==> config.mk <==
export PLATFORM = sky130hd
export DESIGN_NAME = fft_frame_seq_flat
export DESIGN_NICKNAME = d
export VERILOG_FILES = /design/src/rtl/fft_frame_seq_if.sv /design/src/rtl/fft_frame_seq.sv /design/src/flat_wrapper.sv
export SDC_FILE = /design/constraint.sdc
export NUM_CORES = 1
export LEC_CHECK = 0
export BUFFER_PORTS_ARGS = -buffer_cell sky130_fd_sc_hd__buf_2
export CORE_UTILIZATION = 40
export DETAILED_ROUTE_END_ITERATION = 12
export PLACE_DENSITY = 0.73
export SLEW_MARGIN = 25
export SYNTH_ARGS = -nofsm -noshare
export SYNTH_HDL_FRONTEND = slang
export SYNTH_SLANG_ARGS = --single-unit
export TNS_END_PERCENT = 1
==> constraint.sdc <==
create_clock -name fft_clk -period 1.54 [get_ports fft_clk]
set_clock_uncertainty 0.1 [all_clocks]
set_input_delay 0.308 -clock fft_clk [delete_from_list [all_inputs] [get_ports fft_clk]]
set_output_delay 0.308 -clock fft_clk [all_outputs]
set_load 0.05 [all_outputs]
==> src/rtl/fft_frame_seq_if.sv <==
// Streaming FFT core channels seen by the frame sequencer: config, sample input, output-frame status.
// The master modport is the sequencer side; the slave modport is the FFT core side.
interface fft_frame_seq_if;
    logic [7:0]  cfg_tdata;
    logic        cfg_tvalid;
    logic        cfg_tready;
    logic [31:0] s_tdata;
    logic        s_tvalid;
    logic        s_tready;
    logic        s_tlast;
    logic        m_tvalid;
    logic        m_tlast;

    modport master (
        output cfg_tdata, cfg_tvalid, s_tdata, s_tvalid, s_tlast,
        input  cfg_tready, s_tready, m_tvalid, m_tlast
    );

    modport slave (
        input  cfg_tdata, cfg_tvalid, s_tdata, s_tvalid, s_tlast,
        output cfg_tready, s_tready, m_tvalid, m_tlast
    );
endinterface

==> src/rtl/fft_frame_seq.sv <==
// Frame sequencer for the streaming FFT core: one-time config, decimated sample feed with tlast, drain wait.
// Optional drain watchdog enabled by defining FRAME_TIMEOUT_EN.
module fft_frame_seq #(
    parameter int          FRAME_LEN   = 8192,
    parameter int          IDX_W       = 13,
    parameter int          DECIM       = 8,
    parameter logic [7:0]  CFG_WORD    = 8'h01,
    parameter int          TIMEOUT_CYC = 65535
) (
    input  logic                  fft_clk,
    input  logic                  rst,
    input  logic                  start,
    input  logic [9:0]            ad_data,
    fft_frame_seq_if.master       fft,
    output logic                  busy,
    output logic                  frame_done,
    output logic [7:0]            frame_cnt,
    output logic                  overrun,
    output logic                  timeout_err
);
    localparam int                DW       = $clog2(DECIM);
    localparam logic [DW-1:0]     DEC_LAST = DW'(DECIM - 1);
    localparam logic [IDX_W-1:0]  IDX_LAST = IDX_W'(FRAME_LEN - 1);

    typedef enum logic [2:0] {IDLE, CFG, FILL, DRAIN, DONE} state_t;

    state_t           state_q, state_d;
    logic             cfg_done_q, cfg_done_d;
    logic [DW-1:0]    dec_q, dec_d;
    logic [IDX_W-1:0] idx_q, idx_d;
    logic             vld_q, vld_d;
    logic [9:0]       sdata_q, sdata_d;
    logic [7:0]       cnt_q, cnt_d;
    logic             ovr_q, ovr_d;
    logic             hs;

`ifdef FRAME_TIMEOUT_EN
    localparam int    TW = (TIMEOUT_CYC > 1) ? $clog2(TIMEOUT_CYC) : 1;
    logic [TW-1:0]    tcnt_q, tcnt_d;
    logic             tout_q, tout_d;
`endif

    assign hs = vld_q & fft.s_tready;

    always_comb begin
        state_d    = state_q;
        cfg_done_d = cfg_done_q;
        dec_d      = dec_q;
        idx_d      = idx_q;
        vld_d      = vld_q;
        sdata_d    = sdata_q;
        cnt_d      = cnt_q;
        ovr_d      = ovr_q;
`ifdef FRAME_TIMEOUT_EN
        tcnt_d     = tcnt_q;
        tout_d     = tout_q;
`endif
        case (state_q)
            IDLE: begin
                if (start) begin
                    state_d = cfg_done_q ? FILL : CFG;
                    dec_d   = '0;
                    ovr_d   = 1'b0;
`ifdef FRAME_TIMEOUT_EN
                    tout_d  = 1'b0;
`endif
                end
            end
            CFG: begin
                if (fft.cfg_tready) begin
                    cfg_done_d = 1'b1;
                    dec_d      = '0;
                    state_d    = FILL;
                end
            end
            FILL: begin
                dec_d = (dec_q == DEC_LAST) ? '0 : dec_q + 1'b1;
                // A tick while a sample is still offered keeps the old one and flags the loss.
                if (dec_q == DEC_LAST) begin
                    if (vld_q) begin
                        ovr_d = 1'b1;
                    end else begin
                        vld_d   = 1'b1;
                        sdata_d = ad_data;
                    end
                end
                if (hs) begin
                    vld_d = 1'b0;
                    if (idx_q == IDX_LAST) begin
                        idx_d   = '0;
                        state_d = DRAIN;
`ifdef FRAME_TIMEOUT_EN
                        tcnt_d  = '0;
`endif
                    end else begin
                        idx_d = idx_q + 1'b1;
                    end
                end
            end
            DRAIN: begin
                if (fft.m_tvalid && fft.m_tlast) begin
                    state_d = DONE;
`ifdef FRAME_TIMEOUT_EN
                end else if (tcnt_q == TW'(TIMEOUT_CYC - 1)) begin
                    tout_d  = 1'b1;
                    state_d = IDLE;
                end else begin
                    tcnt_d = tcnt_q + 1'b1;
`endif
                end
            end
            DONE: begin
                cnt_d   = cnt_q + 8'd1;
                state_d = IDLE;
            end
            default: state_d = IDLE;
        endcase
    end

    always_ff @(posedge fft_clk) begin
        if (rst) begin
            state_q    <= IDLE;
            cfg_done_q <= 1'b0;
            dec_q      <= '0;
            idx_q      <= '0;
            vld_q      <= 1'b0;
            sdata_q    <= '0;
            cnt_q      <= '0;
            ovr_q      <= 1'b0;
`ifdef FRAME_TIMEOUT_EN
            tcnt_q     <= '0;
            tout_q     <= 1'b0;
`endif
        end else begin
            state_q    <= state_d;
            cfg_done_q <= cfg_done_d;
            dec_q      <= dec_d;
            idx_q      <= idx_d;
            vld_q      <= vld_d;
            sdata_q    <= sdata_d;
            cnt_q      <= cnt_d;
            ovr_q      <= ovr_d;
`ifdef FRAME_TIMEOUT_EN
            tcnt_q     <= tcnt_d;
            tout_q     <= tout_d;
`endif
        end
    end

    assign fft.cfg_tvalid = (state_q == CFG);
    assign fft.cfg_tdata  = (state_q == CFG) ? CFG_WORD : 8'h00;
    assign fft.s_tvalid   = vld_q;
    assign fft.s_tdata    = {16'h0000, 6'b000000, sdata_q};
    assign fft.s_tlast    = vld_q && (idx_q == IDX_LAST);
    assign busy           = (state_q != IDLE);
    assign frame_done     = (state_q == DONE);
    assign frame_cnt      = cnt_q;
    assign overrun        = ovr_q;
`ifdef FRAME_TIMEOUT_EN
    assign timeout_err    = tout_q;
`else
    assign timeout_err    = 1'b0;
`endif
endmodule

==> src/flat_wrapper.sv <==
// flat-port wrapper written by rule: the top's interface ports become plain ports
module fft_frame_seq_flat 
#(
    parameter int          FRAME_LEN   = 8192,
    parameter int          IDX_W       = 13,
    parameter int          DECIM       = 8,
    parameter logic [7:0]  CFG_WORD    = 8'h01,
    parameter int          TIMEOUT_CYC = 65535
)
  (fft_clk, rst, start, ad_data, busy, frame_done, frame_cnt, overrun, timeout_err, fft_cfg_tdata, fft_cfg_tvalid, fft_s_tdata, fft_s_tvalid, fft_s_tlast, fft_cfg_tready, fft_s_tready, fft_m_tvalid, fft_m_tlast);
  fft_frame_seq_if fft_i ();
  input  logic fft_clk;
  input  logic rst;
  input  logic start;
  input  logic [9:0] ad_data;
  output logic busy;
  output logic frame_done;
  output logic [7:0] frame_cnt;
  output logic overrun;
  output logic timeout_err;
  output wire logic [$bits(fft_i.cfg_tdata)-1:0] fft_cfg_tdata;
  output wire logic [$bits(fft_i.cfg_tvalid)-1:0] fft_cfg_tvalid;
  output wire logic [$bits(fft_i.s_tdata)-1:0] fft_s_tdata;
  output wire logic [$bits(fft_i.s_tvalid)-1:0] fft_s_tvalid;
  output wire logic [$bits(fft_i.s_tlast)-1:0] fft_s_tlast;
  input wire logic [$bits(fft_i.cfg_tready)-1:0] fft_cfg_tready;
  input wire logic [$bits(fft_i.s_tready)-1:0] fft_s_tready;
  input wire logic [$bits(fft_i.m_tvalid)-1:0] fft_m_tvalid;
  input wire logic [$bits(fft_i.m_tlast)-1:0] fft_m_tlast;
  assign fft_cfg_tdata = fft_i.cfg_tdata;
  assign fft_cfg_tvalid = fft_i.cfg_tvalid;
  assign fft_s_tdata = fft_i.s_tdata;
  assign fft_s_tvalid = fft_i.s_tvalid;
  assign fft_s_tlast = fft_i.s_tlast;
  assign fft_i.cfg_tready = fft_cfg_tready;
  assign fft_i.s_tready = fft_s_tready;
  assign fft_i.m_tvalid = fft_m_tvalid;
  assign fft_i.m_tlast = fft_m_tlast;
  fft_frame_seq #(.FRAME_LEN(FRAME_LEN), .IDX_W(IDX_W), .DECIM(DECIM), .CFG_WORD(CFG_WORD), .TIMEOUT_CYC(TIMEOUT_CYC)) u_core (.fft_clk(fft_clk), .rst(rst), .start(start), .ad_data(ad_data), .fft(fft_i), .busy(busy), .frame_done(frame_done), .frame_cnt(frame_cnt), .overrun(overrun), .timeout_err(timeout_err));
endmodule
# Word level (Yosys, flattened, before mapping)
# Cells that the tools add are included.
dict set report totals {
  reg_bits 40
  latch_bits 0
  ramBits 0
  rom_bits 0
  in_bits 17
  output_inout_bits 55
  word_cells 59
  mem_count 0
}
dict set report classes {
  add_sub_neg 3
  n_mul 0
  div 0
  magnitude_cmp 0
  eq_ne 13
  shifts 0
  n_mux 19
  n_bitwise 2
  reduce_logical 14
}
# op n
set ops {}
lappend ops {{two-way mux 3 bit} 8}
lappend ops {{adder 13 x 1 -> 13 bit, second input constant} 1}
lappend ops {{equality test 13 bit, second input constant} 1}
lappend ops {{two-way mux 13 bit} 1}
lappend ops {{!= test 2 x 1 -> 1 bit, second input constant} 6}
lappend ops {{one-hot mux 3 bit (4 select lines)} 1}
lappend ops {{one-hot mux 3 bit (3 select lines)} 1}
lappend ops {{adder 8 x 1 -> 8 bit, second input constant} 1}
lappend ops {{equality test 3 x 2 -> 1 bit, second input constant} 2}
lappend ops {{equality test 3 bit, second input constant} 2}
lappend ops {{two-way mux 1 bit} 6}
lappend ops {{AND reduction 2 bit} 3}
lappend ops {{AND reduction 3 bit} 2}
lappend ops {{nonzero test 3 bit} 2}
lappend ops {{AND reduction 5 bit} 1}
lappend ops {{AND reduction 4 bit} 1}
lappend ops {{nonzero test 2 bit} 2}
lappend ops {{adder 3 x 1 -> 3 bit, second input constant} 1}
lappend ops {{equality test 3 x 1 -> 1 bit, second input constant} 1}
lappend ops {{logical NOT 3 bit} 1}
lappend ops {{logical AND 1 bit} 2}
lappend ops {{two-way mux 2 bit} 1}
lappend ops {{!= test 2 bit, second input constant} 1}
lappend ops {{one-hot mux 1 bit (2 select lines)} 1}
lappend ops {{other kinds (2)} 2}

# Longest topological paths before layout
dict set report logic_depth {
  depth_word 4
  mapped_depth 6
  mapped_depth_nobuf 5
}

# Worst setup path after synthesis
# No wires, ideal clock.
dict set report synth_timing {
  path_kind {register -> output}
  startpoint {reg u_core.idx_q[0]}
  endpoint {out fft_s_tlast}
  arrival_time_ns 1.495
  required_time_ns 1.132
  path_slack_ns -0.363
  path_stages_with_launch 5
  path_buffers 0
  path_cell_list {dfxtp_1 ha_1 and4_1 nand4_1 nor2_1}
}
dict set report synth_between {
  elab_chain_cells 2
}
# element line_no
set synth_rtl {}
lappend synth_rtl {{from (decl)} fft_frame_seq.sv:30} ;# logic [IDX_W-1:0] idx_q, idx_d;
lappend synth_rtl {{from (signal assigned)} fft_frame_seq.sv:138} ;# idx_q <= idx_d;
lappend synth_rtl {{equality test 13 bit} fft_frame_seq.sv:154} ;# assign fft.s_tlast = vld_q && (idx_q == IDX_LAST);
lappend synth_rtl {{logical AND 1 bit} fft_frame_seq.sv:154}
lappend synth_rtl {{to (decl)} flat_wrapper.sv:25} ;# output wire logic [$bits(fft_i.s_tlast)-1:0] fft_s_tlast;
# Every way passes these cells.

# Worst setup path after layout
# Ends and elaborated chain as after synthesis.

==> results.py <==
metrics = {
    "cells_and_area": {
        "mostFrequentLayoutCell": "buf_2",
        "area_delta_synth_final_pct": 28.4,
        "layout-drive-gt1-share_pct": 34.6,
        "layout_common_cells": "buf_2 (36), nor2_1 (34), dfxtp_1 (33), conb_1 (30), buf_4 (29)",
        "nNetsFinal": 318,
        "diodes": 0,
    },
    "timing": {
        "period_share_pct": 121,
        "setup_ws_ns": -0.324,
        "whs_ns": 0.148,
        "fin_setup_tns_ns": -3.32,
        "fin_crit_ns": 1.86,
        "drv_slew": 0,
        "setup_viol": 19,
        "rsz0062_at_grt": "true",
        "hold_viol_final": 0,
        "fmax_ghz": 0.537,
    },
    "critical_path": {
        "crit_type": "reg -> out",
        "critPathMaxStageDelay_ns": 0.37,
        "critPathMaxFanout": 2,
        "arrival_ns": 1.46,
        "start_kind": "flip-flop",
        "reg2reg_to": "u_core.idx_q[11]",
        "worstSetupEndpointType": "output pin",
        "r2r_slack_ns": -0.18,
        "setup.worst_path.start": "u_core.idx_q[0]",
        "critPathSlowestCell": "dfxtp_2",
        "path_cells": "ha_4 > and4_1 > nand4_1 > nor2_2 > buf_6",
        "cp-endpoint": "fft_s_tlast",
        "r2r_cells": 8,
        "crit_required_ns": 1.13,
        "r2r_start": "u_core.idx_q[0]",
    },
    "clock_tree": {
        "cts_buffers": 5,
        "cts_hold_buf": 0,
        "clkLatencyLatePin_ns": 0.29,
        "cts.clk_slew.worst_paths_ns": 0.08,
        "h-tree-depth": 2,
        "clk_path_buf_depth": 2,
        "clock_sinks": 40,
        "cts_root_buf": "clkbuf_8",
        "cts_tree": "yes",
    },
    "synthesis": {
        "yosys_most_used_dff": "dfxtp_1",
        "synth_compound_area_share_pct": 7.52,
        "syn_avg_cell_area_um2": 8.98,
        "syn_inst": 226,
        "synth_seq_cells": 40,
        "yosys.area.top_type": "dfxtp_1",
        "synth_edf_count": 0,
        "synth_cell_types": 39,
        "netlist_area_mm2": 0.00203,
        "yosys-top-cells-area": "dfxtp_1 (39%), buf_4 (12%), nor2_1 (6.8%), mux2i_1 (6.4%), xor2_1 (4.3%)",
        "synthMuxAreaShare_pct": 6.41,
        "synth-xor-area-share_pct": 6.47,
        "synth-seq-area-share_pct": 39.5,
        "synthSimpleGateAreaFrac_pct": 23.4,
        "synth_fa_ha_area_share_pct": 2.47,
        "synth_top_area_share_pct": 39.5,
        "synth_warnings": 0,
        "synth_top_family_by_area": "simple AND/OR/NAND/NOR gates",
        "synthArstFlopShare_pct": 0,
    },
    "drt": {
        "firstDrtPassIters": 4,
        "wl_per_cell_um": 11.4,
        "dr.first_iter.drc_count": 75,
        "vias": 1718,
        "totalWireLength_mm": 4.16,
        "ant_nets": 0,
        "drc": 0,
        "viasPerCell": 4.71,
    },
    "grt": {
        "grt_pass1_wl_mm": 7.00,
        "overflow": 0,
        "antenna_found_initial": 0,
        "grt_pass1_vias": 1569,
        "grt_start_max_net_pins": 20,
        "groute.usage.overall_pct": 17.0,
    },
    "floorplanning": {
        "rows": 25,
        "die_y_um": 73.2,
        "io_pins": 72,
        "initial_core_util_pct": 42.1,
        "dieArea_mm2": 0.00536,
        "core_area_mm2": 0.00482,
        "die_w_um": 73.2,
    },
    "run": {
        "maxCapViolCount": 0,
    },
    "place": {
        "port-buffer-count": 41,
        "gp_congestion": 0.775,
        "post-place-ws_ns": -0.0532,
        "hpwl_mm": 2.94,
    },
    "pwr": {
        "total_power_mw": 2.70,
        "leakagePower_nw": 1.16,
        "p_per_area_mw_per_mm2": 1040,
        "vdd_drop_max_uv": 446,
    },
    "run_status": {
        "violations": "negative setup slack",
        "outcome": "finished, violations left",
    },
    "hold_path": {
        "hold_path.class": "in -> reg",
        "holdPathStages": 3,
    },
}
worst min path at each step:
stage / from / endpoint / slack (ns)
after CTS: ad_data[3] / u_core.sdata_q[3] / 0.14
after global placement: u_core.overrun / u_core.overrun / 0.36
after detailed placement: u_core.overrun / u_core.overrun / 0.38
after floorplan: u_core.idx_q[12] / u_core.idx_q[12] / 0.33
final: ad_data[3] / u_core.sdata_q[3] / 0.15
after global routing: ad_data[6] / u_core.sdata_q[6] / 0.16
through the flow:
step / instances / area [um^2] / util, %
after floorplan: 255 / 2150 / -
final: 365 / 2610 / 54.1
after global placement: 355 / 2400 / 49.8
after CTS: 364 / 2570 / 53.5
after global routing: 365 / 2610 / 54.1
after detailed placement: 355 / 2400 / 49.8
cell usage after synthesis (2+ instances only):
cell type	number
nand4_1	7
nor3_1	2
nor2_1	37
o31ai_1	2
dfxtp_1	40
o21ai_0	2
a22oi_1	4
buf_2	3
o21ai_1	2
or3_1	3
and3_1	8
and4_1	2
a21oi_1	9
buf_4	32
nand3_1	5
ha_1	4
xnor2_1	5
nand2_1	13
inv_1	2
clkbuf_1	3
nor4_1	2
xor2_1	10
mux2i_1	13
where the power goes:
| part | leakage [nW] | internal (mW) | switching, mW |
|---|---|---|---|
| registers | 0.326 | 1.07 | 0.0485 |
| logic | 0.786 | 0.301 | 0.534 |
| clock network | 0.0434 | 0.363 | 0.379 |
| total | 1.16 | 1.74 | 0.962 |
layer usage:
metal | wire length [um] | track usage (%) | vias to the layer above
li1 | - | - | 856
met2 | 1960 | 28.0 | 64
met5 | 0 | 0 | -
met4 | 87 | 7.63 | 0
met3 | 202 | 3.87 | 12
met1 | 1910 | 21.0 | 786
worst max-delay path: cells and delay by family, from the launching register on:
kind / cells / cell delay [ns]
DFF: 1 / 0.37
and+or+nand+nor: 3 / 0.48
buffers and inverters: 1 / 0.17
adders and majority gates: 1 / 0.15
layout make-up:
cell class,count,area (um^2)
multi-input cells,174,1100
repair buffers,74,508
fillers,452,2210
inverters,2,7.51
flip-flops and latches,40,810
clock inverters,2,15.0
clock buffers,6,82.6
well taps,67,83.8
flip-flops by register name, summed over array words and instances, names as in the netlist:
| register | cells |
|---|---|
| u_core.idx_q | 13 |
| u_core.sdata_q | 10 |
| u_core.frame_cnt | 8 |
| u_core.dec_q | 3 |
| u_core.state_q | 3 |
| u_core.cfg_done_q | 1 |
| u_core.fft.s_tvalid | 1 |
| u_core.overrun | 1 |
kinds of logic after synthesis:
family	after synthesis
buffers and inverters	41
AOI/OAI and AO/OA	24
other	1
muxes	13
xor gates and xnor gates	15
DFF	40
adders and majority gates	4
and+or+nand+nor	88
what timing repair did:
item	CTS	global route
pin swaps	13	6
setup endpoints to repair	23	32
resized for setup	21	6
setup buffers	1	1
Power figures use the tool's default switching activity.
